===== src/rtl/instr_ram_arbiter_if.sv =====
// Signal bundle between the instruction-RAM arbiter and its two masters plus the memory.
// slave = arbiter view, master = environment (core, bus, memory) view.
interface instr_ram_arbiter_if #(
   parameter int ADDR_WIDTH = 17
);
   logic                  instr_req_i;
   logic [31:0]           instr_addr_i;
   logic                  instr_gnt_o;
   logic                  instr_rvalid_o;
   logic [31:0]           instr_rdata_o;
   logic                  bus_req_i;
   logic                  bus_we_i;
   logic [3:0]            bus_be_i;
   logic [31:0]           bus_addr_i;
   logic [31:0]           bus_wdata_i;
   logic                  bus_gnt_o;
   logic                  bus_rvalid_o;
   logic [31:0]           bus_rdata_o;
   logic                  bus_err_o;
   logic                  ram_en_o;
   logic [ADDR_WIDTH-1:0] ram_addr_o;
   logic                  ram_we_o;
   logic [3:0]            ram_be_o;
   logic [31:0]           ram_wdata_o;
   logic [31:0]           ram_rdata_i;

   modport slave (
      input  instr_req_i, instr_addr_i,
      input  bus_req_i, bus_we_i, bus_be_i, bus_addr_i, bus_wdata_i,
      input  ram_rdata_i,
      output instr_gnt_o, instr_rvalid_o, instr_rdata_o,
      output bus_gnt_o, bus_rvalid_o, bus_rdata_o, bus_err_o,
      output ram_en_o, ram_addr_o, ram_we_o, ram_be_o, ram_wdata_o
   );

   modport master (
      output instr_req_i, instr_addr_i,
      output bus_req_i, bus_we_i, bus_be_i, bus_addr_i, bus_wdata_i,
      output ram_rdata_i,
      input  instr_gnt_o, instr_rvalid_o, instr_rdata_o,
      input  bus_gnt_o, bus_rvalid_o, bus_rdata_o, bus_err_o,
      input  ram_en_o, ram_addr_o, ram_we_o, ram_be_o, ram_wdata_o
   );
endinterface


===== src/rtl/instr_ram_arbiter.sv =====
// Core-fetch / bus arbiter in front of the single-port instruction memory, with a bus starvation guard.
// Optional boot-region write protection: define INSTR_RAM_ARB_BOOT_WP_EN.
module instr_ram_arbiter #(
   parameter int ADDR_WIDTH = 17,
   parameter int STALL_MAX  = 4
) (
   input  logic                 clk,
   input  logic                 rst,
   instr_ram_arbiter_if.slave   port
);

   logic [3:0]  stall_cnt;
   logic        force_bus;
   logic        instr_gnt;
   logic        bus_gnt;
   logic        wp_hit;
   logic        vld_p1;
   logic        own_bus_p1;
   logic        wr_p1;
   logic        instr_rvalid;
   logic        bus_rvalid;
   logic [31:0] instr_hold_p1;
   logic [31:0] bus_hold_p1;

   // Request cycle: grant decision and memory drive
   always_comb begin
      force_bus = port.bus_req_i && (stall_cnt == 4'(STALL_MAX));
      bus_gnt   = !rst && port.bus_req_i && (!port.instr_req_i || force_bus);
      instr_gnt = !rst && port.instr_req_i && !bus_gnt;
`ifdef INSTR_RAM_ARB_BOOT_WP_EN
      wp_hit    = bus_gnt && port.bus_we_i && port.bus_addr_i[ADDR_WIDTH-1];
`else
      wp_hit    = 1'b0;
`endif
   end

   assign port.instr_gnt_o = instr_gnt;
   assign port.bus_gnt_o   = bus_gnt;
   assign port.ram_en_o    = instr_gnt || (bus_gnt && !wp_hit);
   assign port.ram_we_o    = bus_gnt && port.bus_we_i && !wp_hit;
   assign port.ram_addr_o  = bus_gnt ? port.bus_addr_i[ADDR_WIDTH-1:0]
                                     : port.instr_addr_i[ADDR_WIDTH-1:0];
   assign port.ram_be_o    = bus_gnt ? port.bus_be_i : 4'hF;
   assign port.ram_wdata_o = port.bus_wdata_i;

   // A granted request (or a dropped one) ends the bus's losing streak
   always_ff @(posedge clk) begin
      if (rst) begin
         stall_cnt <= 4'd0;
      end else if (!port.bus_req_i || bus_gnt) begin
         stall_cnt <= 4'd0;
      end else if (stall_cnt != 4'(STALL_MAX)) begin
         stall_cnt <= stall_cnt + 4'd1;
      end
   end

   // Response stage: owner flag and valid for the access issued last cycle
   always_ff @(posedge clk) begin
      if (rst) begin
         vld_p1     <= 1'b0;
         own_bus_p1 <= 1'b0;
         wr_p1      <= 1'b0;
      end else begin
         vld_p1     <= instr_gnt || bus_gnt;
         own_bus_p1 <= bus_gnt;
         wr_p1      <= bus_gnt && port.bus_we_i;
      end
   end

   assign instr_rvalid = !rst && vld_p1 && !own_bus_p1;
   assign bus_rvalid   = !rst && vld_p1 && own_bus_p1;

   always_ff @(posedge clk) begin
      if (rst) begin
         instr_hold_p1 <= 32'd0;
         bus_hold_p1   <= 32'd0;
      end else begin
         if (instr_rvalid) instr_hold_p1 <= port.ram_rdata_i;
         if (bus_rvalid && !wr_p1) bus_hold_p1 <= port.ram_rdata_i;
      end
   end

   assign port.instr_rvalid_o = instr_rvalid;
   assign port.bus_rvalid_o   = bus_rvalid;
   assign port.instr_rdata_o  = instr_rvalid ? port.ram_rdata_i : instr_hold_p1;
   assign port.bus_rdata_o    = (bus_rvalid && !wr_p1) ? port.ram_rdata_i : bus_hold_p1;

`ifdef INSTR_RAM_ARB_BOOT_WP_EN
   logic err_p1;

   always_ff @(posedge clk) begin
      if (rst) err_p1 <= 1'b0;
      else     err_p1 <= wp_hit;
   end

   assign port.bus_err_o = bus_rvalid && err_p1;
`else
   assign port.bus_err_o = 1'b0;
`endif

endmodule


===== src/flat_wrapper.sv =====
// flat-port wrapper written by rule: the top's interface ports become plain ports
module instr_ram_arbiter_flat 
#(
   parameter int ADDR_WIDTH = 17,
   parameter int STALL_MAX  = 4
)
  (clk, rst, port_instr_req_i, port_instr_addr_i, port_bus_req_i, port_bus_we_i, port_bus_be_i, port_bus_addr_i, port_bus_wdata_i, port_ram_rdata_i, port_instr_gnt_o, port_instr_rvalid_o, port_instr_rdata_o, port_bus_gnt_o, port_bus_rvalid_o, port_bus_rdata_o, port_bus_err_o, port_ram_en_o, port_ram_addr_o, port_ram_we_o, port_ram_be_o, port_ram_wdata_o);
  instr_ram_arbiter_if #(.ADDR_WIDTH(ADDR_WIDTH)) port_i ();
  input  logic clk;
  input  logic rst;
  input wire logic [$bits(port_i.instr_req_i)-1:0] port_instr_req_i;
  input wire logic [$bits(port_i.instr_addr_i)-1:0] port_instr_addr_i;
  input wire logic [$bits(port_i.bus_req_i)-1:0] port_bus_req_i;
  input wire logic [$bits(port_i.bus_we_i)-1:0] port_bus_we_i;
  input wire logic [$bits(port_i.bus_be_i)-1:0] port_bus_be_i;
  input wire logic [$bits(port_i.bus_addr_i)-1:0] port_bus_addr_i;
  input wire logic [$bits(port_i.bus_wdata_i)-1:0] port_bus_wdata_i;
  input wire logic [$bits(port_i.ram_rdata_i)-1:0] port_ram_rdata_i;
  output wire logic [$bits(port_i.instr_gnt_o)-1:0] port_instr_gnt_o;
  output wire logic [$bits(port_i.instr_rvalid_o)-1:0] port_instr_rvalid_o;
  output wire logic [$bits(port_i.instr_rdata_o)-1:0] port_instr_rdata_o;
  output wire logic [$bits(port_i.bus_gnt_o)-1:0] port_bus_gnt_o;
  output wire logic [$bits(port_i.bus_rvalid_o)-1:0] port_bus_rvalid_o;
  output wire logic [$bits(port_i.bus_rdata_o)-1:0] port_bus_rdata_o;
  output wire logic [$bits(port_i.bus_err_o)-1:0] port_bus_err_o;
  output wire logic [$bits(port_i.ram_en_o)-1:0] port_ram_en_o;
  output wire logic [$bits(port_i.ram_addr_o)-1:0] port_ram_addr_o;
  output wire logic [$bits(port_i.ram_we_o)-1:0] port_ram_we_o;
  output wire logic [$bits(port_i.ram_be_o)-1:0] port_ram_be_o;
  output wire logic [$bits(port_i.ram_wdata_o)-1:0] port_ram_wdata_o;
  assign port_i.instr_req_i = port_instr_req_i;
  assign port_i.instr_addr_i = port_instr_addr_i;
  assign port_i.bus_req_i = port_bus_req_i;
  assign port_i.bus_we_i = port_bus_we_i;
  assign port_i.bus_be_i = port_bus_be_i;
  assign port_i.bus_addr_i = port_bus_addr_i;
  assign port_i.bus_wdata_i = port_bus_wdata_i;
  assign port_i.ram_rdata_i = port_ram_rdata_i;
  assign port_instr_gnt_o = port_i.instr_gnt_o;
  assign port_instr_rvalid_o = port_i.instr_rvalid_o;
  assign port_instr_rdata_o = port_i.instr_rdata_o;
  assign port_bus_gnt_o = port_i.bus_gnt_o;
  assign port_bus_rvalid_o = port_i.bus_rvalid_o;
  assign port_bus_rdata_o = port_i.bus_rdata_o;
  assign port_bus_err_o = port_i.bus_err_o;
  assign port_ram_en_o = port_i.ram_en_o;
  assign port_ram_addr_o = port_i.ram_addr_o;
  assign port_ram_we_o = port_i.ram_we_o;
  assign port_ram_be_o = port_i.ram_be_o;
  assign port_ram_wdata_o = port_i.ram_wdata_o;
  instr_ram_arbiter #(.ADDR_WIDTH(ADDR_WIDTH), .STALL_MAX(STALL_MAX)) u_core (.clk(clk), .rst(rst), .port(port_i));
endmodule

===== config.mk =====
export PLATFORM = sky130hd
export DESIGN_NAME = instr_ram_arbiter_flat
export DESIGN_NICKNAME = d
export VERILOG_FILES = /design/src/rtl/instr_ram_arbiter_if.sv /design/src/rtl/instr_ram_arbiter.sv /design/src/flat_wrapper.sv
export SDC_FILE = /design/constraint.sdc
export NUM_CORES = 1
export LEC_CHECK = 0
export BUFFER_PORTS_ARGS = -buffer_cell sky130_fd_sc_hd__buf_2
export CORE_ASPECT_RATIO = 0.75
export CORE_MARGIN = 4
export CORE_UTILIZATION = 40
export CTS_BUF_LIST = sky130_fd_sc_hd__clkbuf_8 sky130_fd_sc_hd__clkbuf_16
export DETAILED_ROUTE_END_ITERATION = 10
export PLACE_DENSITY = 0.81
export REMOVE_ABC_BUFFERS = 1
export SYNTH_ARGS = -nofsm -noshare
export SYNTH_HDL_FRONTEND = slang
export SYNTH_SLANG_ARGS = --single-unit

===== constraint.sdc =====
create_clock -name clk -period 2 [get_ports clk]
set_input_delay 0.1 -clock clk [delete_from_list [all_inputs] [get_ports clk]]
set_output_delay 0.1 -clock clk [all_outputs]
set_load 0.01 [all_outputs]

**Word level (Yosys, flattened, before mapping)**

Cells that the tools add are included.

- Bits in registers: 71
- Output and inout port bits: 124
- Word-level logic and storage cells: 33

- Add/subtract/negate cells: 1
- Equality and inequality tests: 2
- Muxes and demuxes: 4
- Reductions and logical operators: 20

Operators with widths:

| operator | count |
|---|---|
| 32-bit two-way mux | 2 |
| 17-bit two-way mux | 1 |
| 1-bit logical AND | 10 |
| 1-bit logical NOT | 6 |
| 4-bit by 1-bit adder with 4-bit output, second input constant | 1 |
| 4-bit by 3-bit == test with 1-bit output, second input constant | 1 |
| 4-bit two-way mux | 1 |
| 4-bit by 3-bit != test with 1-bit output, second input constant | 1 |
| 1-bit logical OR | 3 |
| 2-bit OR reduction | 1 |

**Depth between registers and ports, before layout**

- Depth after elaboration: 7
- Mapped depth: 6
- Depth with buffers taken out: 5

**Worst setup path before layout**

No wires, ideal clock.

- Kind: flip-flop to output port
- Start point: register u_core.stall_cnt[0]
- End point: output port port_ram_addr_o[10]
- Arrival time: 1.496 ns
- Required time: 1.900 ns
- Slack: 0.404 ns
- Stages on the path, launching flop included: 7
- Buffers on the path: 1
- Path through: dfxtp_1 inv_1 ha_1 nand3b_1 a21oi_2 buf_4 mux2_2

- Cells in the longest elaborated chain, start to end: 5

RTL lines:

| item | line | source |
|---|---|---|
| from (decl) | instr_ram_arbiter.sv:12 | `logic [3:0] stall_cnt;` |
| from (signal assigned) | instr_ram_arbiter.sv:53 | `stall_cnt <= stall_cnt + 4'd1;` |
| 4-bit by 3-bit == test with 1-bit output | instr_ram_arbiter.sv:27 | `force_bus = port.bus_req_i && (stall_cnt == 4'(STALL_MAX));` |
| 1-bit logical AND | instr_ram_arbiter.sv:27 |  |
| 1-bit logical OR | instr_ram_arbiter.sv:28 | `bus_gnt = !rst && port.bus_req_i && (!port.instr_req_i \|\| force_bus);` |
| 1-bit logical AND | instr_ram_arbiter.sv:28 |  |
| 17-bit two-way mux | instr_ram_arbiter.sv:41 | `assign port.ram_addr_o = bus_gnt ? port.bus_addr_i[ADDR_WIDTH-1:0]` |
| to (decl) | flat_wrapper.sv:27 | `output wire logic [$bits(port_i.ram_addr_o)-1:0] port_ram_addr_o;` |

Every way passes these cells.

**Final worst setup path**

- Start point: register u_core.stall_cnt[1]
- End point: output port port_ram_addr_o[13]

Same word-level chain as after synthesis.

==> results.yml <==
run_status:
  status: "complete, but fails checks"
  violations: "setup timing"
floorplan:
  dieArea_um2: 9920
  die_width_um: 114
  start_util_pct: 41.8
  core_um2: 8020
  row_count: 28
  ioPinCount: 261
  dieHeight_um: 87.3
clocking:
  cts_max_level: 3
  cts-root-buf: "clkbuf_8"
  cts_tree: "built"
  clock_latency_ns: 0.34
  cts_buffer_depth: 2
  cts_sinks: 71
  cts_buffers: 9
  clk_pin_slew_ns: 0.08
drt:
  antenna_left: 0
  vias_per_cell: 4.95
  routedWlPerCell_um: 18.1
  drt_iter0_markers: 177
  drc: 0
  vias: 3045
  drt_wl_total_um: 11100
  first_pass_iters: 4
sta:
  rsz0062_at_grt: "true"
  slew_headroom_pct: 62.5
  fmaxAchievable_mhz: 490
  slew_violations: 0
  fin_tns_setup_ns: -0.358
  worstMarginPinSlew_ns: 0.563
  final_hold_viol_count: 0
  fin_crit_sh_pct: 102
  setup_viol: 13
  finalCriticalPeriod_ns: 2.04
  fin_skew_ns: 0.0128
  setup_ws_ns: -0.0389
finish:
  drive_gt1_share_pct: 50.0
  nets: 645
  syn_to_final_growth_pct: 36.4
  diodes: 0
placed_design:
  place_ws_ns: 0.314
  gp_congestion: 0.857
  io_buffers: 165
  hpwl_um: 7830
setup_path:
  startpoint_type: "register"
  crit_arrival_ns: 1.94
  crit_required_ns: 1.90
  cp-end-kind: "output port"
  crit_type: "reg -> out"
  crit_fanout: 7
pwr:
  leakagePower_nw: 2.36
  ir_worst_vdd_uv: 317
  powerDensity_nw_per_um2: 702
synth:
  synth.area.top_cells: "dfxtp_1, nand2_1, mux2_2, mux2_4, buf_4"
  ys_seq_elements: 71
  synth.distinct_cells: 27
  synth.yosys.seq_area_share_pct: 42.4
  syn_area_per_cell_um2: 9.16
  synth_cells: 366
  netlist.top_cell.by_area: "dfxtp_1"
  syn_area_um2: 3350
  yosysTopAreaCellShare_pct: 42.4
  ys_warn_count: 0
grt:
  track_usage_pct: 21.7
  globalRouteOverflowTotal: 0
  grt_pass1_wl_um: 16400
  antenna_found_initial: 0
  grt_max_degree: 56
  grt_pass1_vias: 3147
flow_run:
  maxCapViolations: 0
min_path:
  min-delay-path-class: "in -> reg"
## worst max-delay path, cell delays in order, from the launching register on
cell      delay [ns]
dfxtp_2         0.33
inv_2           0.07
ha_4            0.12
nand3b_1        0.16
a21oi_4         0.21
buf_6           0.15
buf_12          0.13
mux2_4          0.31
buf_6           0.12
## layout by cell type (no fill, tap or decap), drive strengths merged
cell type	netlist	final
a21oi	34	34
and2	2	2
and3b	1	1
buf	42	182
bufinv	0	2
clkbuf	12	9
clkinv	0	3
clkinvlp	0	1
conb	1	1
dfxtp	71	71
dlygate4sd3	0	1
ha	2	2
inv	3	3
mux2	49	49
nand2	96	96
nand2b	5	5
nand3	1	1
nand3b	1	1
nand4b	1	1
nand4bb	1	1
nor2	7	7
nor2b	32	32
nor3b	2	2
nor4bb	1	1
xnor2	1	1
xor2	1	1
## state kept, by name (all words and copies together), names as in the netlist
signal,count
u_core.bus_hold_p1,32
u_core.wr_p1,1
u_core.own_bus_p1,1
u_core.vld_p1,1
u_core.instr_hold_p1,32
u_core.stall_cnt,4
## per-layer routing
metal  GRT usage (%)  vias up  routed length (um)
li1                -     1429                   -
met1            23.9     1392                4320
met2            36.0      194                5120
met3            10.9       26                1330
met4            7.31        4                 268
met5            6.67        -                  89
## final timing paths
check,from,to,slack (ns),depth (start not counted)
max,u_core.stall_cnt[1],port_ram_addr_o[13],-0.04,8
min reg2reg,u_core.bus_hold_p1[5],u_core.bus_hold_p1[5],0.46,2
max reg2reg,u_core.vld_p1,u_core.instr_hold_p1[29],0.44,4
min,port_ram_rdata_i[8],u_core.bus_hold_p1[8],0.03,3
## metrics by stage
step | power (mW) | util (%) | area [um2] | cells | hold WS [ns]
after floorplan | 1.72 | - | 2980 | 312 | 0.169
after global placement | 1.93 | 50.4 | 4050 | 589 | 0.200
after detailed placement | 1.95 | 50.4 | 4050 | 589 | 0.200
after CTS | 3.24 | 57.0 | 4570 | 615 | 0.0195
after global routing | 3.35 | 57.0 | 4570 | 615 | 0.0244
final | 3.21 | 57.0 | 4570 | 615 | 0.0299
## Yosys cell counts
master / instances
ha_1: 2
inv_1: 3
buf_6: 4
nand3b_1: 1
nand3_1: 1
xnor2_1: 1
nand4b_1: 1
xor2_1: 1
a21oi_2: 1
conb_1: 1
and2_1: 2
nor2b_1: 32
a21oi_1: 33
nand2_1: 96
nor2_1: 7
dfxtp_1: 71
nor3b_1: 1
nor3b_4: 1
buf_4: 35
clkbuf_1: 12
buf_2: 3
mux2_2: 30
mux2_4: 19
nand4bb_1: 1
and3b_1: 1
nor4bb_1: 1
nand2b_1: 5
## cell type report
type                       instances  area [um2]
fill                             693        3450
timing repair buffer             183        1140
clock buffer                       9         124
inverter                           3        11.3
tap                              105         131
sequential                        71        1420
multi-input combinational        238        1660
clock inverter                     6        86.3
## where the power goes
group / internal, mW / switching (mW) / total (mW)
combinational: 0.292 / 0.240 / 0.532
sequential: 1.45 / 0.0134 / 1.46
clock: 0.693 / 0.520 / 1.21
## repair_timing
item | in CTS | in global routing
hold buffers | 1 | 0
hold endpoints to repair | 1 | 0
setup endpoints to repair | 17 | 22
buffers inserted | 8 | 1
cloned | 2 | 0
pin swaps | 1 | 2
gates resized for setup | 46 | 6
## kinds of logic (layout without fill, tap and decap cells)
kind of cell,after synthesis,count (layout),synth area share [%]
AOI/OAI and AO/OA,34,34,5.19
xor gates and xnor gates,2,2,0.523
adders and majority gates,2,2,0.746
buffers and inverters,57,201,11.3
DFF,71,71,42.4
muxes,49,49,18.6
other,1,1,0.112
and+or+nand+nor,150,150,21.1
Note: power is estimated with default switching activity, not from simulation.
